<file path="config.mk">
export PLATFORM = sky130hd
export DESIGN_NAME = clk_period_monitor_flat
export DESIGN_NICKNAME = d
export VERILOG_FILES = /design/src/rtl/clk_period_monitor_pkg.sv /design/src/rtl/clk_period_monitor_if.sv /design/src/rtl/clk_period_monitor_sync_rise_detect.sv /design/src/rtl/clk_period_monitor.sv /design/src/flat_wrapper.sv
export SDC_FILE = /design/constraint.sdc
export NUM_CORES = 1
export LEC_CHECK = 0
export ABC_AREA = 1
export CAP_MARGIN = 20
export CORE_MARGIN = 1
export CORE_UTILIZATION = 50
export DETAILED_ROUTE_END_ITERATION = 16
export HOLD_SLACK_MARGIN = 0.06
export PLACE_DENSITY = 0.74
export SYNTH_ARGS = -nofsm -noshare
export SYNTH_HDL_FRONTEND = slang
export SYNTH_SLANG_ARGS = --single-unit
</file>
<file path="constraint.sdc">
create_clock -name clk -period 8.25 [get_ports clk]
set_input_delay 0.825 -clock clk [delete_from_list [all_inputs] [get_ports clk]]
set_output_delay 0.825 -clock clk [all_outputs]
set_load 0.1 [all_outputs]
</file>
<file path="src/rtl/clk_period_monitor_pkg.sv">
// Shared types and constants for the clock period monitor family.
package clk_mon_pkg;

  typedef enum logic [1:0] {
    ST_IDLE    = 2'd0,
    ST_ARM     = 2'd1,
    ST_MEASURE = 2'd2
  } mon_state_e;

  localparam int FAIL_CNT_W = 16;

  function automatic logic [FAIL_CNT_W-1:0] sat_inc(input logic [FAIL_CNT_W-1:0] v);
    logic [FAIL_CNT_W-1:0] r;
    if (v == {FAIL_CNT_W{1'b1}}) begin
      r = v;
    end else begin
      r = v + FAIL_CNT_W'(1);
    end
    return r;
  endfunction

endpackage

</file>
<file path="src/rtl/clk_period_monitor_if.sv">
// Control/status bundle of the clock period monitor; master drives config, slave is the monitor.
interface clk_period_monitor_if #(
  parameter int CNT_W = 16
) ();
  import clk_mon_pkg::*;

  logic                  enable;
  logic                  mon_in;
  logic [CNT_W-1:0]      exp_period;
  logic [CNT_W-1:0]      tolerance;
  logic                  clear_err;
  logic [CNT_W-1:0]      meas_period;
  logic                  meas_valid;
  logic                  period_ok;
  logic                  locked;
  logic                  err_sticky;
  logic                  timeout_err;
  logic [FAIL_CNT_W-1:0] fail_count;

  modport master (
    output enable, mon_in, exp_period, tolerance, clear_err,
    input  meas_period, meas_valid, period_ok, locked, err_sticky, timeout_err, fail_count
  );

  modport slave (
    input  enable, mon_in, exp_period, tolerance, clear_err,
    output meas_period, meas_valid, period_ok, locked, err_sticky, timeout_err, fail_count
  );
endinterface

</file>
<file path="src/rtl/clk_period_monitor_sync_rise_detect.sv">
// Metastability synchronizer for an asynchronous input followed by a rising-edge pulse.
module sync_rise_detect #(
  parameter int STAGES = 2
) (
  input  logic clk,
  input  logic rst,
  input  logic d_i,
  output logic rise_o
);
  logic [STAGES-1:0] sync_q;
  logic              dly_q;

  always_ff @(posedge clk or posedge rst) begin
    if (rst) begin
      sync_q <= {STAGES{1'b0}};
      dly_q  <= 1'b0;
    end else begin
      sync_q <= {sync_q[STAGES-2:0], d_i};
      dly_q  <= sync_q[STAGES-1];
    end
  end

  assign rise_o = sync_q[STAGES-1] & ~dly_q;
endmodule

</file>
<file path="src/rtl/clk_period_monitor.sv">
// Measures the period of mon_in in clk cycles, checks it against exp_period +/- tolerance
// and keeps lock, sticky error and failure-count status.
module clk_period_monitor
  import clk_mon_pkg::*;
#(
  parameter int CNT_W       = 16,
  parameter int SYNC_STAGES = 2,
  parameter int LOCK_COUNT  = 4
) (
  input logic                 clk,
  input logic                 rst,
  clk_period_monitor_if.slave bus
);
  localparam logic [7:0]       LOCK_TGT = 8'(LOCK_COUNT);
  localparam logic [CNT_W-1:0] CNT_MAX  = {CNT_W{1'b1}};
  localparam logic [CNT_W-1:0] CNT_ONE  = CNT_W'(1);

  logic                  rise_s;
  mon_state_e            state_q;
  logic [CNT_W-1:0]      cnt_q;
  logic [CNT_W-1:0]      meas_period_q;
  logic [7:0]            consec_q;
  logic                  meas_valid_q;
  logic                  period_ok_q;
  logic                  locked_q;
  logic                  err_sticky_q;
  logic                  timeout_err_q;
  logic [FAIL_CNT_W-1:0] fail_count_q;

  logic signed [CNT_W:0] diff_d;
  logic [CNT_W:0]        abs_d;
  logic                  ok_d;
  logic [7:0]            consec_inc_d;
  logic [FAIL_CNT_W-1:0] fail_base_d;

  sync_rise_detect #(.STAGES(SYNC_STAGES)) u_sync (
    .clk    (clk),
    .rst    (rst),
    .d_i    (bus.mon_in),
    .rise_o (rise_s)
  );

  // One extra bit keeps the signed difference exact for any pair of CNT_W values.
  always_comb begin
    diff_d = $signed({1'b0, cnt_q}) - $signed({1'b0, bus.exp_period});
    if (diff_d[CNT_W]) begin
      abs_d = $unsigned(-diff_d);
    end else begin
      abs_d = $unsigned(diff_d);
    end
    ok_d = (abs_d <= {1'b0, bus.tolerance});
    if (consec_q < LOCK_TGT) begin
      consec_inc_d = consec_q + 8'd1;
    end else begin
      consec_inc_d = consec_q;
    end
    if (bus.clear_err) begin
      fail_base_d = {FAIL_CNT_W{1'b0}};
    end else begin
      fail_base_d = fail_count_q;
    end
  end

  // Measurement FSM; a failure later in this block overrides a same-cycle clear_err.
  always_ff @(posedge clk or posedge rst) begin
    if (rst) begin
      state_q       <= ST_IDLE;
      cnt_q         <= {CNT_W{1'b0}};
      meas_period_q <= {CNT_W{1'b0}};
      consec_q      <= 8'd0;
      meas_valid_q  <= 1'b0;
      period_ok_q   <= 1'b0;
      locked_q      <= 1'b0;
      err_sticky_q  <= 1'b0;
      timeout_err_q <= 1'b0;
      fail_count_q  <= {FAIL_CNT_W{1'b0}};
    end else begin
      meas_valid_q <= 1'b0;
      if (bus.clear_err) begin
        err_sticky_q  <= 1'b0;
        timeout_err_q <= 1'b0;
        fail_count_q  <= {FAIL_CNT_W{1'b0}};
      end
      if (!bus.enable) begin
        state_q  <= ST_IDLE;
        cnt_q    <= {CNT_W{1'b0}};
        consec_q <= 8'd0;
        locked_q <= 1'b0;
      end else begin
        case (state_q)
          ST_IDLE: begin
            cnt_q   <= {CNT_W{1'b0}};
            state_q <= ST_ARM;
          end
          ST_ARM: begin
            if (rise_s) begin
              cnt_q   <= CNT_ONE;
              state_q <= ST_MEASURE;
            end
          end
          ST_MEASURE: begin
            if (rise_s) begin
              meas_period_q <= cnt_q;
              meas_valid_q  <= 1'b1;
              period_ok_q   <= ok_d;
              cnt_q         <= CNT_ONE;
              if (ok_d) begin
                consec_q <= consec_inc_d;
                locked_q <= (consec_inc_d == LOCK_TGT);
              end else begin
                consec_q     <= 8'd0;
                locked_q     <= 1'b0;
                err_sticky_q <= 1'b1;
                fail_count_q <= sat_inc(fail_base_d);
              end
            end else if (cnt_q == CNT_MAX) begin
              timeout_err_q <= 1'b1;
              err_sticky_q  <= 1'b1;
              fail_count_q  <= sat_inc(fail_base_d);
              consec_q      <= 8'd0;
              locked_q      <= 1'b0;
              cnt_q         <= {CNT_W{1'b0}};
              state_q       <= ST_ARM;
            end else begin
              cnt_q <= cnt_q + CNT_ONE;
            end
          end
          default: begin
            state_q <= ST_IDLE;
            cnt_q   <= {CNT_W{1'b0}};
          end
        endcase
      end
    end
  end

  assign bus.meas_period = meas_period_q;
  assign bus.meas_valid  = meas_valid_q;
  assign bus.period_ok   = period_ok_q;
  assign bus.locked      = locked_q;
  assign bus.err_sticky  = err_sticky_q;
  assign bus.timeout_err = timeout_err_q;
  assign bus.fail_count  = fail_count_q;
endmodule

</file>
<file path="src/flat_wrapper.sv">
// flat-port wrapper written by rule: the top's interface ports become plain ports
module clk_period_monitor_flat import clk_mon_pkg::*;
#(
  parameter int CNT_W       = 16,
  parameter int SYNC_STAGES = 2,
  parameter int LOCK_COUNT  = 4
)
  (clk, rst, bus_enable, bus_mon_in, bus_exp_period, bus_tolerance, bus_clear_err, bus_meas_period, bus_meas_valid, bus_period_ok, bus_locked, bus_err_sticky, bus_timeout_err, bus_fail_count);
  clk_period_monitor_if #(.CNT_W(CNT_W)) bus_i ();
  input logic clk;
  input logic rst;
  input wire logic [$bits(bus_i.enable)-1:0] bus_enable;
  input wire logic [$bits(bus_i.mon_in)-1:0] bus_mon_in;
  input wire logic [$bits(bus_i.exp_period)-1:0] bus_exp_period;
  input wire logic [$bits(bus_i.tolerance)-1:0] bus_tolerance;
  input wire logic [$bits(bus_i.clear_err)-1:0] bus_clear_err;
  output wire logic [$bits(bus_i.meas_period)-1:0] bus_meas_period;
  output wire logic [$bits(bus_i.meas_valid)-1:0] bus_meas_valid;
  output wire logic [$bits(bus_i.period_ok)-1:0] bus_period_ok;
  output wire logic [$bits(bus_i.locked)-1:0] bus_locked;
  output wire logic [$bits(bus_i.err_sticky)-1:0] bus_err_sticky;
  output wire logic [$bits(bus_i.timeout_err)-1:0] bus_timeout_err;
  output wire logic [$bits(bus_i.fail_count)-1:0] bus_fail_count;
  assign bus_i.enable = bus_enable;
  assign bus_i.mon_in = bus_mon_in;
  assign bus_i.exp_period = bus_exp_period;
  assign bus_i.tolerance = bus_tolerance;
  assign bus_i.clear_err = bus_clear_err;
  assign bus_meas_period = bus_i.meas_period;
  assign bus_meas_valid = bus_i.meas_valid;
  assign bus_period_ok = bus_i.period_ok;
  assign bus_locked = bus_i.locked;
  assign bus_err_sticky = bus_i.err_sticky;
  assign bus_timeout_err = bus_i.timeout_err;
  assign bus_fail_count = bus_i.fail_count;
  clk_period_monitor #(.CNT_W(CNT_W), .SYNC_STAGES(SYNC_STAGES), .LOCK_COUNT(LOCK_COUNT)) u_core (.clk(clk), .rst(rst), .bus(bus_i));
endmodule
</file>
* Word level (Yosys, flattened, before mapping)
Cells that the tools add are included.
** Storage, ports and cells
- Flip-flop bits (word level) :: 66
- Output and inout port bits :: 37
** Cells by class
- Add/sub/neg operators :: 5
- Order comparisons :: 2
- Eq/ne operators :: 10
- Multiplexer cells :: 43
- Bitwise logic cells :: 2
- Reduce and logical (&&, ||, !) cells :: 4
** Operators with widths (number)
- two-way mux 16 bit :: 11
- two-way mux 8 bit :: 6
- adder 16 x 1 -> 16 bit (second input constant) :: 2
- equality test 16 bit (second input constant) :: 2
- one-hot mux 16 bit (2 select lines) :: 1
- two-way mux 1 bit :: 19
- less-or-equal comparator 17 x 16 -> 1 bit :: 1
- two-way mux 17 bit :: 1
- negator 17 bit :: 1
- subtractor 16 x 16 -> 17 bit :: 1
- adder 8 x 1 -> 8 bit (second input constant) :: 1
- equality test 8 x 3 -> 1 bit (second input constant) :: 1
- less-than comparator 8 x 3 -> 1 bit (second input constant) :: 1
- two-way mux 2 bit :: 4
- != test 3 x 2 -> 1 bit (second input constant) :: 2
- one-hot mux 2 bit (3 select lines) :: 1
- AND reduction 3 bit :: 2
- != test 3 x 1 -> 1 bit (second input constant) :: 1
- != test 3 bit (second input constant) :: 1
- equality test 2 x 1 -> 1 bit (second input constant) :: 1
- equality test 2 bit (second input constant) :: 1
- zero test 2 bit :: 1
- != test 2 x 1 -> 1 bit (second input constant) :: 1
- AND reduction 2 bit :: 1
- other kinds (2) :: 2

* Depth between registers and ports, before layout
Gate-level depths: netlist (run 1).
- Depth in word-level cells :: 8
- Gate-level depth with buffers :: 34

* By module
From an unflattened synthesis (run 1), not the netlist that was laid out.
** Unflattened totals
- Cells, all modules :: 853
- Area, all modules :: 5930.7 µm²
** Modules (own cells, without submodules)
- clk_period_monitor :: instances 1, cells each 847, area each 5841.9 µm², seq. area each 1576.5 µm²
- sync_rise_detect :: instances 1, cells each 6, area each 88.8 µm², seq. area each 75.1 µm²

* Worst setup path before layout (run 1)
Ideal clock, no wire load.
- Kind :: in2reg
- Start point :: input port bus_exp_period[9]
- End point :: register u_core.fail_count_q[10], in the netlist u_core.bus.fail_count[10]
- Setup time :: 0.126 ns
- Arrival time :: 3.924 ns
- Required time :: 8.124 ns
- Slack :: 4.200 ns
- Stages :: 31
- Path through :: inv_1 > ha_1 > a21oi_1 > nand2_1 > a21oi_1 > nand2_1 > nand2_1 > nand2_1 > a21oi_2 > inv_1 > a21oi_1 > xor2_1 > inv_1 > ha_1 > nand2_1 > inv_1 > nand2_1 > nand2_1 > nand2_1 > nand3_1 > nand2_1 > nand2_1 > nand2_1 > nand2_1 > nand2_1 > nand2_1 > nand2_1 > buf_2 > nand3_2 > nand3_1 > a21oi_1
** Between the ends
- Longest elaborated chain between the ends :: 8
** Ends and longest elaborated chain
- start, declared :: RTL line flat_wrapper.sv:14 : input wire logic [$bits(bus_i.exp_period)-1:0] bus_exp_period;
- subtractor 16 x 16 -> 17 bit * :: RTL line clk_period_monitor.sv:45 : diff_d = $signed({1'b0, cnt_q}) - $signed({1'b0, bus.exp_period});
- negator 17 bit :: RTL line clk_period_monitor.sv:47 : abs_d = $unsigned(-diff_d);
- two-way mux 17 bit * :: RTL line clk_period_monitor.sv:46 : if (diff_d[CNT_W]) begin
- less-or-equal comparator 17 x 16 -> 1 bit * :: RTL line clk_period_monitor.sv:51 : ok_d = (abs_d <= {1'b0, bus.tolerance});
- two-way mux 16 bit * :: RTL line clk_period_monitor.sv:107 : if (ok_d) begin
- two-way mux 16 bit * :: RTL line clk_period_monitor.sv:102 : if (rise_s) begin
- two-way mux 16 bit * :: RTL line clk_period_monitor.sv:90 : case (state_q)
- two-way mux 16 bit * :: RTL line clk_period_monitor.sv:84 : if (!bus.enable) begin
- end signal, assigned :: RTL line clk_period_monitor.sv:82 : fail_count_q <= {FAIL_CNT_W{1'b0}};
- end signal, assigned :: RTL line clk_period_monitor.sv:114 : fail_count_q <= sat_inc(fail_base_d);
- end signal, assigned :: RTL line clk_period_monitor.sv:119 : fail_count_q <= sat_inc(fail_base_d);
- end, declared :: RTL line clk_period_monitor.sv:28 : logic [FAIL_CNT_W-1:0] fail_count_q;
Every way passes the cells marked *; elsewhere a longest branch is shown, timed or not.
A chain may end at the register's enable or synchronous reset.

* Worst setup path after layout (run 1)
- Start point :: input port bus_exp_period[9]
- End point :: register u_core.fail_count_q[8], in the netlist u_core.bus.fail_count[8]
The elaborated chain is that of the path after synthesis.

==> results of run 1 <==
per-layer routing:
metal  GRT usage, %  wire (um)  up-vias  part of all wire, %
met5              0          0        -                    0
met4           8.90        189        0                  1.3
met3           3.71        787       20                  5.5
met2           42.6       6560      194                   46
met1           35.6       6740     2552                   47
li1               -          -     2757                    -
sequential cells by signal, summed over array words and instances (netlist names):
name,count
u_core.bus.meas_period,16
u_core.bus.period_ok,1
u_core.state_q,2
u_core.bus.err_sticky,1
u_core.bus.fail_count,16
u_core.bus.meas_valid,1
u_core.u_sync.dly_q,1
u_core.consec_q,8
u_core.u_sync.sync_q,2
u_core.bus.timeout_err,1
u_core.cnt_q,16
u_core.bus.locked,1
power groups by stage:
| stage | sequential (mW) | combinational (mW) | clock, mW |
|---|---|---|---|
| 4_1_cts | 0.376 | 0.476 | 0.279 |
| 3_5_place_dp | 0.383 | 0.474 | 0 |
| 6_report | 0.376 | 0.477 | 0.275 |
| 2_1_floorplan | 0.535 | 0.200 | 0 |
| 3_3_place_gp | 0.381 | 0.464 | 0 |
| 5_1_grt | 0.379 | 0.516 | 0.291 |
cells by family (layout without fill, tap and decap cells):
| kind of cell | count (synthesis) | count (layout) | share of synthesized area, % |
|---|---|---|---|
| flops | 66 | 66 | 29.9 |
| simple gates | 410 | 410 | 33.5 |
| buf+inv | 157 | 231 | 11.1 |
| xor+xnor | 31 | 31 | 4.91 |
| fa+ha+maj | 41 | 41 | 9.41 |
| compound gates | 110 | 110 | 11.2 |
worst paths after layout:
kind / to / slack, ns
worst max-delay path: u_core.bus.fail_count[8]$_DFF_PP0_ / 2.84
worst min-delay path: u_core.u_sync.sync_q[1]$_DFF_PP0_ / 0.36
worst max register to register: u_core.bus.fail_count[8]$_DFF_PP0_ / 3.17
worst min register to register: u_core.u_sync.sync_q[1]$_DFF_PP0_ / 0.36
max in group asynchronous: u_core.consec_q[0]$_DFFE_PP0P_ / 6.66
min in group asynchronous: u_core.bus.meas_period[3]$_DFFE_PP0P_ / 1.02
layout by cell type, fill, tap and decap left out, drive strengths merged, types with 2 or more instances in the layout:
cell type      instances
a211oi                 7
a21oi                 50
a221oi                 3
a31oi                  3
and2                   2
buf                    2
clkbuf                10
clkdlybuf4s50         73
clkinv                 4
clkinvlp               2
dfrtp                 66
ha                    40
inv                  139
nand2                203
nand3                 63
nand3b                 8
nand4                 10
nor2                  96
nor3                  23
nor4                   3
o21ai                 33
o21bai                 2
o22ai                  7
xnor2                  4
xor2                  27
metrics by stage:
| stage | utilization [%] | cells | area (um^2) | setup WS, ns |
|---|---|---|---|---|
| CTS | 60.8 | 1029 | 6560 | 2.87 |
| detailed placement | 58.9 | 1013 | 6360 | 2.50 |
| finish | 60.8 | 1029 | 6560 | 2.84 |
| floorplan | - | 815 | 5530 | 4.20 |
| global route | 60.8 | 1029 | 6560 | 2.25 |
| global placement | 58.9 | 1013 | 6360 | 2.63 |
area by class of cell:
class	count	area share [%]
Clock inverter	6	1.03
Timing Repair Buffer	75	11.4
Inverter	140	8.01
Clock buffer	10	1.95
Tap cell	140	2.67
Sequential cell	66	25.2
Multi-Input combinational cell	592	49.8
==> results.json, run 1 <==
{
  "status": "complete, no violations",
  "fmax_mhz": 185,
  "critPathCaptureType": "flip-flop",
  "cts.clk_slew.worst_paths_ns": 0.07,
  "cap_violations": 0,
  "synth_most_common_cell": "nand2_1",
  "antenna_cells": 0,
  "num_rows": 38,
  "synth_edf_count": 0,
  "p_int_uw": 624,
  "fin_tns_setup_ns": 0,
  "final-hold-violation-count": 0,
  "num_io_pins": 74,
  "hp-class": "reg2reg",
  "seqPwrFrac_pct": 33.3,
  "p_clk_share_pct": 24.4,
  "cts_tree": "yes",
  "htreeDepth": 3,
  "syn-cell-area_um2": 5530,
  "grt_max_degree": 67,
  "drive_gt1_share_pct": 6.52,
  "multiInputGateArea_um2": 3260,
  "ys_seq_area_share_pct": 29.9,
  "synth-main-ff-cell": "dfrtp_1",
  "power_density_nw_per_um2": 172,
  "min_path_cells": 0,
  "place_congestion": 0.956,
  "cts-resized-gates": 0,
  "rr_startpoint": "u_core.cnt_q[0]$_DFFE_PP0P_",
  "syn_nets": 893,
  "place_hpwl_mm": 11.0,
  "cp_max_fo": 15,
  "via_per_inst": 5.37,
  "required_ns": 8.52,
  "core_um2": 10800,
  "cts_buffers": 9,
  "drc_errors": 0,
  "final.period_utilization_pct": 65.5,
  "register_area_um2": 1650,
  "chipHeight_um": 107,
  "avgSynthCellArea_um2": 6.79,
  "cts.sinks": 66,
  "portBuffers": 73,
  "synth_common_cells": "nand2_1, inv_1, nor2_1",
  "crit_family": "simple AND/OR/NAND/NOR gates",
  "clock_skew_ns": 0.00677,
  "finalPower_mw": 1.13,
  "netlist.area_leader.share_pct": 29.9,
  "switching_share_pct": 44.6,
  "drt_iter0_markers": 389,
  "clk_path_buf_depth": 2,
  "rsz0062_at_grt": "no",
  "slowest_stage": "nand2_1",
  "critPathLaunchType": "input pin",
  "synth_cells": 815,
  "fillers": 1005,
  "antenna_found_initial": 0,
  "postCtsSetupBuffers": 0,
  "start_util_pct": 51.3,
  "power.switching_uw": 503,
  "nets": 962,
  "r2r_cells": 33,
  "die_x_um": 107,
  "root_buffer": "clkbuf_8",
  "grt-ovfl-total": 0,
  "path_class": "in2reg",
  "slew_headroom_pct": 33.4,
  "slew_viol_final": 0,
  "cp.depth": 32,
  "synth-async-reset-ratio_pct": 100,
  "ys_ff_latch": 66,
  "ir_drop_mv": 0.146,
  "p_comb_share_pct": 42.3,
  "worst_pin_slew_ns": 0.995,
  "timing.hold.ws_ns": 0.358,
  "slowest_delay_ns": 0.56,
  "crit_buf_inv": 5,
  "antenna_left": 0,
  "routed_wirelength_mm": 14.3,
  "clk_latency_ns": 0.35,
  "yosysTopAreaCell": "dfrtp_1",
  "die_area_um2": 11500,
  "setup_viol": 0,
  "leakagePower_nw": 3.32,
  "track_usage_pct": 26.2,
  "synth_warnings": 0,
  "grt_pass1_vias": 5300,
  "min_period_ns": 5.41,
  "cp.arrival_ns": 5.68,
  "drt_pass1_iterations": 5,
  "wl_per_cell_um": 13.9,
  "hold_start": "u_core.u_sync.sync_q[0]$_DFF_PP0_",
  "synth_cell_type_count": 42,
  "cp_common_cell": "nand2_1",
  "hold_buffers": 0,
  "via_count": 5523,
  "areaGrowthSynthToFinish_pct": 18.5,
  "grt_pass1_wl_mm": 24.0,
  "startpoint": "bus_exp_period[9]",
  "yosys-top-cells-area": "dfrtp_1, nand2_1, ha_1"
}
No activity file was read; power rests on OpenSTA's default activity.
==> inputs of run 2 (changes only) <==
- PLACE_DENSITY: 0.74 -> 0.76
- clock period: 8.25 -> 4.7 ns (I/O delays scaled with it)
==> run 2 against run 1 <==
Effect of this change:
- die area is the same
- setup slack lost 2.3 ns
- global-route usage shrank 1.1 points
- critical path depth shrank 4
- register-to-register slack lost 2.6 ns
- wire length shrank 3.9%
- critical endpoint is now u_core.bus.fail_count[6]$_DFF_PP0_
==> results.json, run 2 (synthesis gave the netlist of run 1 again) <==
{
  "status": "complete, no violations",
  "chipHeight_um": 107,
  "path_class": "reg2reg",
  "crit_buf_inv": 4,
  "core_um2": 10800,
  "num_rows": 38,
  "grt_pass1_vias": 4928,
  "multiInputGateArea_um2": 3260,
  "drive_gt1_share_pct": 6.95,
  "clk_latency_ns": 0.35,
  "cts.clk_slew.worst_paths_ns": 0.08,
  "areaGrowthSynthToFinish_pct": 19.1,
  "via_count": 5416,
  "final_common_cell": "nand2_1",
  "grt_pass1_wl_mm": 23.0,
  "drt_pass1_iterations": 6,
  "cts.sinks": 66,
  "place_congestion": 0.965,
  "cts_buffers": 9,
  "num_io_pins": 74,
  "grt_max_degree": 36,
  "fmax_mhz": 243,
  "critPathLaunchType": "flip-flop",
  "critPathCaptureType": "flip-flop",
  "nets": 965,
  "fin_tns_setup_ns": 0,
  "htreeDepth": 3,
  "antenna_cells": 0,
  "hold_buffers": 0,
  "final.period_utilization_pct": 87.5,
  "ir_drop_mv": 0.295,
  "register_area_um2": 1650,
  "power_density_nw_per_um2": 302,
  "postCtsSetupBuffers": 0,
  "dp.cells": 1016,
  "required_ns": 4.97,
  "place_hpwl_mm": 10.4,
  "slowest_delay_ns": 0.41,
  "clock_skew_ns": 0.00688,
  "antenna_left": 0,
  "final-hold-violation-count": 0,
  "cts_tree": "yes",
  "slew_headroom_pct": 34.6,
  "wl_per_cell_um": 13.3,
  "slowest_stage": "fa_1",
  "portBuffers": 73,
  "drc_errors": 0,
  "cp_max_fo": 13,
  "hp-class": "reg2reg",
  "die_area_um2": 11500,
  "crit_family": "simple AND/OR/NAND/NOR gates",
  "worst_pin_slew_ns": 0.978,
  "instances_no_fill": 1032,
  "post-route-util_pct": 61.0,
  "start_util_pct": 51.3,
  "leakagePower_nw": 3.35,
  "root_buffer": "clkbuf_8",
  "routed_wirelength_mm": 13.7,
  "via_per_inst": 5.25,
  "cp.arrival_ns": 4.38,
  "drt_iter0_markers": 395,
  "fillers": 1027,
  "clk_path_buf_depth": 2,
  "setup_viol": 0,
  "rrSetupSlack_ns": 0.59,
  "slew_viol_final": 0,
  "antenna_found_initial": 0,
  "die_x_um": 107,
  "min_period_ns": 4.11,
  "track_usage_pct": 25.1,
  "cap_violations": 0,
  "cts-resized-gates": 0,
  "cp_common_cell": "nand2_1",
  "grt-ovfl-total": 0,
  "rsz0062_at_grt": "no",
  "final_cell_mix": "nand2_1, inv_1, nor2_1"
}
## run 2: cell count changes in the layout (fill, tap and decap cells not counted)
| cell | before | now |
|---|---|---|
| clkinv_4 | 2 | 3 |
| clkinvlp_4 | 2 | 0 |
| clkbuf_8 | 9 | 10 |
| clkinv_2 | 1 | 2 |
| clkbuf_1 | 1 | 0 |
| buf_4 | 2 | 5 |
## run 2: worst paths after layout
path,from,endpoint,cells past startpoint
worst max-delay path,u_core.cnt_q[0]$_DFFE_PP0P_,u_core.bus.fail_count[6]$_DFF_PP0_,28
worst min-delay path,u_core.u_sync.sync_q[0]$_DFF_PP0_,u_core.u_sync.sync_q[1]$_DFF_PP0_,0
worst max register to register,u_core.cnt_q[0]$_DFFE_PP0P_,u_core.bus.fail_count[6]$_DFF_PP0_,28
worst min register to register,u_core.u_sync.sync_q[0]$_DFF_PP0_,u_core.u_sync.sync_q[1]$_DFF_PP0_,0
max in group asynchronous,rst,u_core.bus.fail_count[14]$_DFF_PP0_,3
min in group asynchronous,rst,u_core.bus.meas_period[4]$_DFFE_PP0P_,2
## run 2: through the flow
stage          cell area, um^2  power, mW  worst slack [ns]  hold slack (ns)
4_1_cts                   6590       2.00             0.608            0.356
5_1_grt                   6590       2.11            0.0753            0.360
3_3_place_gp              6380       1.49             0.318            0.333
2_1_floorplan             5530       1.29              1.00            0.331
3_5_place_dp              6380       1.50             0.318            0.338
6_report                  6590       1.99             0.587            0.352
## run 2: worst register-to-register path, delay by kind of cell (launching register included)
kind | cells | cell delay, ns
and+or+nand+nor | 19 | 1.81
adders and majority gates | 3 | 0.97
xor gates and xnor gates | 1 | 0.15
DFF | 1 | 0.40
AOI/OAI and AO/OA | 1 | 0.15
buffers and inverters | 4 | 0.56
## run 2: cell type report
class,count,share of cell area [%]
clock inverters,6,1.01
well taps,140,2.66
flip-flops and latches,66,25.1
clock buffers,10,2.09
inverters,140,7.98
multi-input cells,592,49.5
repair buffers,78,11.7
## run 2: per-layer routing
| layer | share of wire [%] | GRT usage (%) | up-vias |
|---|---|---|---|
| li1 | - | - | 2764 |
| met5 | 0 | 0 | - |
| met1 | 48 | 35.3 | 2447 |
| met3 | 6.7 | 3.59 | 16 |
| met2 | 45 | 40.3 | 189 |
| met4 | 1.1 | 6.85 | 0 |
## run 2: power breakdown
group          internal (mW)  switching, mW  total, mW
registers              0.616         0.0439      0.660
logic                  0.237          0.594      0.830
clock network          0.260          0.237      0.497
==> inputs of run 3 (changes only) <==
- PLACE_DENSITY: 0.76 -> 0.74
- clock period: 4.7 -> 4.85 ns (I/O delays scaled with it)
==> run 3 against run 2 <==
Effect of this change:
- non-clock buffer count decreased by 1
- flip-flop and latch count unchanged
- hold slack improved by 0.0028 ns
- cell area decreased by 0.49%
- clock-buffer cell count unchanged
- sequential power decreased by 3%
- register-to-register slack improved by 0.15 ns
- clock skew increased by 0.0050 ns
- combinational power decreased by 2%
- total power decreased by 5.7%
- fmax about the same
==> results.json, run 3 (synthesis gave the netlist of run 1 again) <==
{
  "final_common_cell": "nand2_1",
  "grt_pass1_vias": 5240,
  "clk_path_buf_depth": 2,
  "slowest_stage": "dfrtp_1",
  "core_um2": 10800,
  "grt-ovfl-total": 0,
  "timing.rr.end": "u_core.bus.fail_count[1]$_DFF_PP0_",
  "register_area_um2": 1650,
  "post_dp_cell_area_um2": 6380,
  "cp.arrival_ns": 4.37,
  "critPathLaunchType": "flip-flop",
  "final_cell_mix": "nand2_1, inv_1, nor2_1",
  "post-route-util_pct": 60.7,
  "rsz0062_at_grt": "no",
  "antenna_found_initial": 0,
  "num_rows": 38,
  "power_density_nw_per_um2": 286,
  "fmax_mhz": 243,
  "via_per_inst": 5.44,
  "cts_buffers": 9,
  "leakagePower_nw": 3.32,
  "hold_start": "u_core.u_sync.sync_q[0]$_DFF_PP0_",
  "rr_startpoint": "u_core.cnt_q[0]$_DFFE_PP0P_",
  "via_count": 5612,
  "hold_buffers": 0,
  "fillers": 989,
  "postCtsSetupBuffers": 0,
  "r2r_cells": 28,
  "drive_gt1_share_pct": 6.85,
  "critPathCaptureType": "flip-flop",
  "cts-resized-gates": 0,
  "fin_area_um2": 6560,
  "start_util_pct": 51.3,
  "cp_common_cell": "nand2_1",
  "die_x_um": 107,
  "whs_endpoint": "u_core.u_sync.sync_q[1]$_DFF_PP0_",
  "grt_pass1_wl_mm": 23.9,
  "multiInputGateArea_um2": 3260,
  "slew_viol_final": 0,
  "path_class": "reg2reg",
  "portBuffers": 73,
  "fin_tns_setup_ns": 0,
  "slowest_delay_ns": 0.41,
  "final-hold-violation-count": 0,
  "num_io_pins": 74,
  "min_path_cells": 0,
  "clock_skew_ns": 0.0119,
  "cp_max_fo": 14,
  "place_hpwl_mm": 11.1,
  "grt_max_degree": 43,
  "required_ns": 5.10,
  "antenna_cells": 0,
  "final.period_utilization_pct": 84.9,
  "wl_per_cell_um": 14.0,
  "crit_buf_inv": 3,
  "hp-class": "reg2reg",
  "cts.clk_slew.worst_paths_ns": 0.08,
  "track_usage_pct": 26.0,
  "crit_family": "simple AND/OR/NAND/NOR gates",
  "cts_tree": "yes",
  "worst_pin_slew_ns": 0.978,
  "cts.sinks": 66,
  "ir_drop_mv": 0.304,
  "rrSetupSlack_ns": 0.73,
  "htreeDepth": 3,
  "cap_violations": 0,
  "drt_pass1_iterations": 7,
  "status": "complete, no violations",
  "chipHeight_um": 107,
  "antenna_left": 0,
  "slew_headroom_pct": 34.6,
  "setup_viol": 0,
  "drt_iter0_markers": 387,
  "min_period_ns": 4.12,
  "areaGrowthSynthToFinish_pct": 18.5,
  "die_area_um2": 11500,
  "root_buffer": "clkbuf_8",
  "routed_wirelength_mm": 14.4,
  "place_congestion": 0.934,
  "nets": 964,
  "clk_latency_ns": 0.36,
  "drc_errors": 0
}
-- run 3: cell type report --
type / instances / area share (%)
clock buffer: 10 / 2.10
multi-input combinational: 592 / 49.8
tap: 140 / 2.67
inverter: 140 / 8.02
timing repair buffer: 77 / 11.6
sequential: 66 / 25.2
clock inverter: 6 / 0.630
-- run 3: power by group --
part           internal (mW)  switching (mW)
Combinational          0.228           0.583
Sequential             0.597          0.0426
Clock                  0.199           0.224
Total                   1.02           0.850
-- run 3: metal layers --
layer / wire (um) / part of all wire, % / up-vias / GRT usage [%]
li1: - / - / 2764 / -
met1: 6370 / 44 / 2579 / 34.6
met2: 6670 / 46 / 237 / 42.5
met3: 1090 / 7.5 / 32 / 4.13
met4: 285 / 2.0 / 0 / 9.69
met5: 0 / 0 / - / 0
-- run 3: how the worst max path moves through the flow --
stage                     cells after the start                        start  slack (ns)                                   to
after floorplan                              31            bus_exp_period[9]        1.14  u_core.bus.fail_count[10]$_DFF_PP0_
after global placement                       26            bus_exp_period[0]        0.47   u_core.bus.fail_count[1]$_DFF_PP0_
after detailed placement                     28            bus_exp_period[0]        0.43   u_core.bus.fail_count[1]$_DFF_PP0_
after CTS                                    28  u_core.cnt_q[0]$_DFFE_PP0P_        0.72   u_core.bus.fail_count[0]$_DFF_PP0_
after global routing                         28  u_core.cnt_q[0]$_DFFE_PP0P_        0.26   u_core.bus.fail_count[1]$_DFF_PP0_
final                                        28  u_core.cnt_q[0]$_DFFE_PP0P_        0.73   u_core.bus.fail_count[1]$_DFF_PP0_
-- run 3: worst register-to-register path: cells and delay by family, from the launching register on --
kind,cells,cell delay [ns]
AOI/OAI and AO/OA,1,0.06
xor gates and xnor gates,1,0.16
adders and majority gates,3,0.96
buffers and inverters,3,0.31
DFF,1,0.41
and+or+nand+nor,20,2.12
-- run 3: per-stage QoR --
| step | setup slack, ns | cells | power, mW | hold slack, ns |
|---|---|---|---|---|
| after detailed placement | 0.426 | 1015 | 1.46 | 0.343 |
| after global routing | 0.264 | 1031 | 1.98 | 0.378 |
| after global placement | 0.474 | 1015 | 1.44 | 0.335 |
| after CTS | 0.723 | 1031 | 1.88 | 0.360 |
| after floorplan | 1.14 | 815 | 1.25 | 0.331 |
| final | 0.733 | 1031 | 1.87 | 0.354 |
